[src/rtl/ofm_drain_pkg.sv]
// Shared definitions for the OFM drain: state encoding, default geometry and the
// pixel saturation rule (also usable by the PE datapath).
package ofm_drain_pkg;

  localparam logic [2:0] ST_IDLE = 3'd0;
  localparam logic [2:0] ST_RD   = 3'd1;
  localparam logic [2:0] ST_WAIT = 3'd2;
  localparam logic [2:0] ST_WR   = 3'd3;
  localparam logic [2:0] ST_DONE = 3'd4;

  localparam int         P_DEF     = 4;
  localparam int         DEPTH_DEF = 16;
  localparam int         IW_DEF    = 16;
  localparam int         OW_DEF    = 8;
  localparam int         AW_DEF    = 9;
  localparam logic [8:0] BASE_DEF  = 9'd256;

  // relu=1 clamps to [0, 2^ow-1]; relu=0 clamps to [-2^(ow-1), 2^(ow-1)-1].
  function automatic logic [31:0] sat_px(input logic signed [31:0] x, input logic relu,
                                         input int ow);
    logic signed [31:0] hi, lo;
    hi = relu ? (32'sd1 <<< ow) - 32'sd1 : (32'sd1 <<< (ow - 1)) - 32'sd1;
    lo = relu ? 32'sd0 : -(32'sd1 <<< (ow - 1));
    if (x > hi)      return hi;
    else if (x < lo) return lo;
    else             return x;
  endfunction

endpackage

[src/rtl/ofm_drain_if.sv]
// PE read port plus memory write port of the OFM drain.
interface ofm_drain_if #(
  parameter int P     = 4,
  parameter int DEPTH = 16,
  parameter int IW    = 16,
  parameter int OW    = 8,
  parameter int AW    = 9
);
  logic [P-1:0]              pe_rd_en;
  logic [$clog2(DEPTH)-1:0]  pe_rd_addr;
  logic [P*IW-1:0]           pe_rdata;
  logic                      mem_we;
  logic [AW-1:0]             mem_addr;
  logic [OW-1:0]             mem_wdata;
  logic                      mem_ready;

  modport master (output pe_rd_en, pe_rd_addr, mem_we, mem_addr, mem_wdata,
                  input  pe_rdata, mem_ready);
  modport slave  (input  pe_rd_en, pe_rd_addr, mem_we, mem_addr, mem_wdata,
                  output pe_rdata, mem_ready);
endinterface

[src/rtl/ofm_sat.sv]
// Combinational MAC-width to pixel-width converter (ReLU/unsigned or signed saturation).
module ofm_sat
  import ofm_drain_pkg::*;
#(
  parameter int IW = IW_DEF,
  parameter int OW = OW_DEF
) (
  input  logic [IW-1:0] din,
  input  logic          relu_en,
  output logic [OW-1:0] dout
);
  assign dout = OW'(sat_px(32'($signed(din)), relu_en, OW));
endmodule

[src/rtl/ofm_drain.sv]
// Drains P PE output-feature-map buffers word by word into consecutive memory
// addresses starting at BASE, converting each word to pixel width.
module ofm_drain
  import ofm_drain_pkg::*;
#(
  parameter int            P     = P_DEF,
  parameter int            DEPTH = DEPTH_DEF,
  parameter int            IW    = IW_DEF,
  parameter int            OW    = OW_DEF,
  parameter int            AW    = AW_DEF,
  parameter logic [AW-1:0] BASE  = AW'(BASE_DEF)
) (
  input  logic        clk,
  input  logic        rst_n,
  input  logic        start,
  input  logic        relu_en,
  output logic        busy,
  output logic        done,
  ofm_drain_if.master bus
);
  localparam int PW = (P > 1) ? $clog2(P) : 1;
  localparam int DW = $clog2(DEPTH);

  logic [2:0]    state;
  logic [PW-1:0] pe_idx;
  logic [DW-1:0] word_idx;
  logic          relu_q;
  logic [OW-1:0] wdata_q;
  logic [IW-1:0] rd_word;
  logic [OW-1:0] sat_out;
  logic          last_word, last_pe;

  assign rd_word   = bus.pe_rdata[pe_idx*IW +: IW];
  assign last_word = (word_idx == DW'(DEPTH - 1));
  assign last_pe   = (pe_idx == PW'(P - 1));

  ofm_sat #(.IW(IW), .OW(OW)) u_sat (
    .din     (rd_word),
    .relu_en (relu_q),
    .dout    (sat_out)
  );

  always_ff @(posedge clk or negedge rst_n) begin
    if (!rst_n) begin
      state    <= ST_IDLE;
      pe_idx   <= '0;
      word_idx <= '0;
      relu_q   <= 1'b0;
      wdata_q  <= '0;
    end else begin
      case (state)
        ST_IDLE: if (start) begin
          pe_idx   <= '0;
          word_idx <= '0;
          relu_q   <= relu_en;
          state    <= ST_RD;
        end
        ST_RD:   state <= ST_WAIT;
        ST_WAIT: begin
          wdata_q <= sat_out;
          state   <= ST_WR;
        end
        ST_WR: if (bus.mem_ready) begin
          if (last_word && last_pe) begin
            state <= ST_DONE;
          end else begin
            word_idx <= last_word ? '0 : word_idx + 1'b1;
            if (last_word) pe_idx <= pe_idx + 1'b1;
            state <= ST_RD;
          end
        end
        ST_DONE: state <= ST_IDLE;
        default: state <= ST_IDLE;
      endcase
    end
  end

  // Outputs decode from state only, so an async reset clears them at once.
  always_comb begin
    bus.pe_rd_en   = '0;
    bus.pe_rd_addr = '0;
    bus.mem_we     = 1'b0;
    bus.mem_addr   = '0;
    bus.mem_wdata  = '0;
    if (state == ST_RD) begin
      bus.pe_rd_en   = P'(1) << pe_idx;
      bus.pe_rd_addr = word_idx;
    end
    if (state == ST_WR) begin
      bus.mem_we    = 1'b1;
      bus.mem_addr  = AW'(32'(BASE) + 32'(pe_idx) * 32'(DEPTH) + 32'(word_idx));
      bus.mem_wdata = wdata_q;
    end
  end

  assign busy = (state == ST_RD) || (state == ST_WAIT) || (state == ST_WR);
  assign done = (state == ST_DONE);

endmodule

[src/flat_wrapper.sv]
// flat-port wrapper written by rule: the top's interface ports become plain ports
module ofm_drain_flat import ofm_drain_pkg::*;
#(
  parameter int            P     = P_DEF,
  parameter int            DEPTH = DEPTH_DEF,
  parameter int            IW    = IW_DEF,
  parameter int            OW    = OW_DEF,
  parameter int            AW    = AW_DEF,
  parameter logic [AW-1:0] BASE  = AW'(BASE_DEF)
)
  (clk, rst_n, start, relu_en, busy, done, bus_pe_rd_en, bus_pe_rd_addr, bus_mem_we, bus_mem_addr, bus_mem_wdata, bus_pe_rdata, bus_mem_ready);
  ofm_drain_if #(.P(P), .DEPTH(DEPTH), .IW(IW), .OW(OW), .AW(AW)) bus_i ();
  input  logic clk;
  input  logic rst_n;
  input  logic start;
  input  logic relu_en;
  output logic busy;
  output logic done;
  output wire logic [$bits(bus_i.pe_rd_en)-1:0] bus_pe_rd_en;
  output wire logic [$bits(bus_i.pe_rd_addr)-1:0] bus_pe_rd_addr;
  output wire logic [$bits(bus_i.mem_we)-1:0] bus_mem_we;
  output wire logic [$bits(bus_i.mem_addr)-1:0] bus_mem_addr;
  output wire logic [$bits(bus_i.mem_wdata)-1:0] bus_mem_wdata;
  input wire logic [$bits(bus_i.pe_rdata)-1:0] bus_pe_rdata;
  input wire logic [$bits(bus_i.mem_ready)-1:0] bus_mem_ready;
  assign bus_pe_rd_en = bus_i.pe_rd_en;
  assign bus_pe_rd_addr = bus_i.pe_rd_addr;
  assign bus_mem_we = bus_i.mem_we;
  assign bus_mem_addr = bus_i.mem_addr;
  assign bus_mem_wdata = bus_i.mem_wdata;
  assign bus_i.pe_rdata = bus_pe_rdata;
  assign bus_i.mem_ready = bus_mem_ready;
  ofm_drain #(.P(P), .DEPTH(DEPTH), .IW(IW), .OW(OW), .AW(AW), .BASE(BASE)) u_core (.clk(clk), .rst_n(rst_n), .start(start), .relu_en(relu_en), .busy(busy), .done(done), .bus(bus_i));
endmodule
[config.mk]
export PLATFORM = sky130hd
export DESIGN_NAME = ofm_drain_flat
export DESIGN_NICKNAME = d
export VERILOG_FILES = /design/src/rtl/ofm_drain_pkg.sv /design/src/rtl/ofm_drain_if.sv /design/src/rtl/ofm_sat.sv /design/src/rtl/ofm_drain.sv /design/src/flat_wrapper.sv
export SDC_FILE = /design/constraint.sdc
export NUM_CORES = 1
export LEC_CHECK = 0
export CORE_UTILIZATION = 25
export DETAILED_ROUTE_END_ITERATION = 16
export HOLD_SLACK_MARGIN = 0.03
export RECOVER_POWER = 25
export SLEW_MARGIN = 20
export SYNTH_ARGS = -nofsm -noshare
export SYNTH_HDL_FRONTEND = slang
export SYNTH_SLANG_ARGS = --single-unit
[constraint.sdc]
create_clock -name clk -period 3.6 [get_ports clk]
set_clock_uncertainty 0.2 [all_clocks]
set_input_delay 0.36 -clock clk [delete_from_list [all_inputs] [get_ports clk]]
set_output_delay 0.36 -clock clk [all_outputs]
set_load 0.05 [all_outputs]
==> results.sh, run 1 <==
export IMPL_vias=1716
export IMPL_crit_fanout=8
export IMPL_rsz0062_at_grt="false"
export IMPL_status="complete, no violations"
export IMPL_intPower_uw=843
export IMPL_ir_drop_v=0.000277
export IMPL_fin_crit_sh_pct=89.4
export IMPL_routed_wl_um=5390
export IMPL_switchingPower_uw=888
export IMPL_syn_cell_area_mm2=0.00184
export IMPL_cts_resized=0
export IMPL_critPathArrivalTime_ns=3.19
export IMPL_cts_tree="yes"
export IMPL_wl_per_cell_um=14.6
export IMPL_die_w_um=87.9
export IMPL_multiInputGateArea_mm2=0.00126
export IMPL_synth_commonest_cells="20 x and2_1, 18 x dfrtp_1, 15 x ha_1, 14 x nand2_1"
export IMPL_die_h_um=87.9
export IMPL_place_ws_ns=0.115
export IMPL_grt_max_degree=19
export IMPL_hold_viol_final=0
export IMPL_yosys_most_used_dff="dfrtp_1"
export IMPL_seq_area_um2=450
export IMPL_ys_ff_latch=18
export IMPL_cap_violations=0
export IMPL_critical_path_class="reg -> reg"
export IMPL_setup_tns_final_ns=0
export IMPL_ys_types=45
export IMPL_overflow=0
export IMPL_dp_cells=366
export IMPL_grt_pass1_wl_um=8600
export IMPL_drv_slew=0
export IMPL_area_growth_pct=57.5
export IMPL_synth_warnings=0
export IMPL_synth_most_common_cell="and2_1"
export IMPL_synth_edf_count=0
export IMPL_critPathRequiredTime_ns=3.57
export IMPL_antenna_found_initial=0
export IMPL_cts_made_buffers=3
export IMPL_power_density_mw_per_mm2=596
export IMPL_crit_chain="buf_4, mux4_1, ha_1, inv_1, a2111oi_1, a21oi_1, a211o_1, a31oi_1"
export IMPL_drc=0
export IMPL_synth_top_cell_by_area="dfrtp_1"
export IMPL_hold_start="u_core.wdata_q[5]"
export IMPL_grt_pass1_vias=1743
export IMPL_clk_pin_slew_worst_paths_ns=0.07
export IMPL_root_buffer="clkbuf_8"
export IMPL_p_seq_share_pct=21.8
export IMPL_io_buffers=94
export IMPL_yosysTopAreaCellShare_pct=24.4
export IMPL_fmax_ghz=0.311
export IMPL_slowest_stage="mux4_1"
export IMPL_gp_congestion=0.783
export IMPL_core_area_mm2=0.00694
export IMPL_fin_nets=359
export IMPL_fin_util_pct=41.8
export IMPL_switching_share_pct=51.3
export IMPL_crit_buf_inv=2
export IMPL_io_pins=97
export IMPL_timing_rr_start="u_core.pe_idx[0]"
export IMPL_drive_gt1_share_pct=7.66
export IMPL_rows=30
export IMPL_clockBufferDepth=2
export IMPL_synthCells=181
export IMPL_drt_initial_drc_count=59
export IMPL_ant_nets=0
export IMPL_setup_violations=0
export IMPL_drt_pass1_iter_count=4
export IMPL_max_stage_delay_ns=0.65
export IMPL_worst_slew_pin_slew_ns=0.853
export IMPL_clkPwrFrac_pct=9.6
export IMPL_dp_hpwl_um=4550
export IMPL_layoutNonFillerInstCount=370
export IMPL_hold_buffers=0
export IMPL_viasPerCell=4.64
export IMPL_hold_class="reg -> reg"
export IMPL_cpLargestDelayFamily="compound AO/OA/AOI/OAI gates"
export IMPL_slew_headroom_pct=43.0
export IMPL_insertion_delay_ns=0.25
export IMPL_cp_startpoint="u_core.pe_idx[0]"
export IMPL_synth_area_per_cell_um2=10.2
export IMPL_critPathLaunchType="flop"
export IMPL_power_frac_comb_pct=68.6
export IMPL_yosysSeqAreaShare_pct=24.4
export IMPL_synth_async_sr_flop_share_pct=100
export IMPL_cts_sinks=18
export IMPL_setup_ws_ns=0.382
export IMPL_antenna_cells=0
export IMPL_post_cts_setup_buffer_count=0
export IMPL_nFillCells=697
export IMPL_initial_core_util_pct=26.5
export IMPL_htree_num_levels=1
export IMPL_cp_end_kind="flop"
export IMPL_die_area_mm2=0.00772
export IMPL_fin_crit_ns=3.22
export IMPL_leakage_uw=0.00114
export IMPL_synth_area_top_cells="dfrtp_1 24%, mux4_1 16%, ha_1 10%, and2_1 6.8%, mux4_2 4.9%"
export IMPL_grt_usage_pct=14.5
-- area by class of cell --
class / count / area share [%]
tap: 96 / 4.14
multi-input combinational: 144 / 43.4
sequential: 18 / 15.5
clock buffer: 4 / 1.90
inverter: 8 / 1.03
timing repair buffer: 100 / 34.0
-- per-stage QoR --
step	instance area (um^2)	total power, uW	hold WS (ns)
6_report	2900	1730	0.279
5_1_grt	2900	1870	0.317
4_1_cts	2900	1740	0.286
3_5_place_dp	2850	1570	0.269
3_3_place_gp	2850	1550	0.262
2_1_floorplan	1850	1190	-0.136
-- cells in the final DEF, fill, tap and decap left out, types with 8 or more instances in the layout --
master	n
nand2_1	14
inv_1	8
a21oi_1	11
and2_1	20
o21ai_1	8
dfrtp_1	18
clkdlybuf4s50_1	92
mux4_1	11
o21ai_0	8
nor2_1	10
ha_1	15
-- tightest hold or removal path, cell delays in order (launching register included) --
cell	delay, ns
dfrtp_1	0.34
nand2_1	0.05
o21ai_1	0.06
-- cell families after synthesis --
kind of cell / Yosys count / share of synthesized area [%]
and+or+nand+nor: 66 / 20.4
AOI/OAI and AO/OA: 42 / 14.5
buffers and inverters: 20 / 7.40
muxes: 19 / 22.9
DFF: 18 / 24.4
adders and majority gates: 15 / 10.2
other: 1 / 0.203
-- power by group through the flow --
stage	logic, uW	registers (uW)	clock network, uW
after CTS	1190	376	171
final	1190	377	166
after detailed placement	1190	380	0
after global routing	1300	391	181
after global placement	1170	376	0
after floorplan	858	336	0
-- metal layers --
layer,GRT usage [%],wire (um)
met1,18.3,2310
met2,26.2,2790
met5,0,0
met4,1.34,10
met3,3.20,279
-- registers in the layout, summed over array words and instances, names as in the netlist --
register         flops
u_core.word_idx      4
u_core.pe_idx        2
u_core.relu_q        1
u_core.state         3
u_core.wdata_q       8
-- path summary, 6_finish.rpt --
| path | to | slack, ns | cells after the start |
|---|---|---|---|
| worst max-delay path | u_core.wdata_q[7] | 0.38 | 8 |
| worst min-delay path | u_core.wdata_q[5] | 0.28 | 2 |
| worst max register to register | u_core.wdata_q[7] | 0.38 | 8 |
| worst min register to register | u_core.wdata_q[5] | 0.28 | 2 |
| max in group asynchronous | u_core.state[1] | 2.22 | 1 |
| min in group asynchronous | u_core.state[0] | 0.46 | 1 |
Note: power is estimated with default switching activity, not from simulation.
==> run 2: changes to the inputs <==
- CTS_BUF_LIST: not set -> sky130_fd_sc_hd__clkbuf_8 sky130_fd_sc_hd__clkbuf_16
==> results of run 2 <==
Final layout, timing and power as in run 1 (identical DEF).
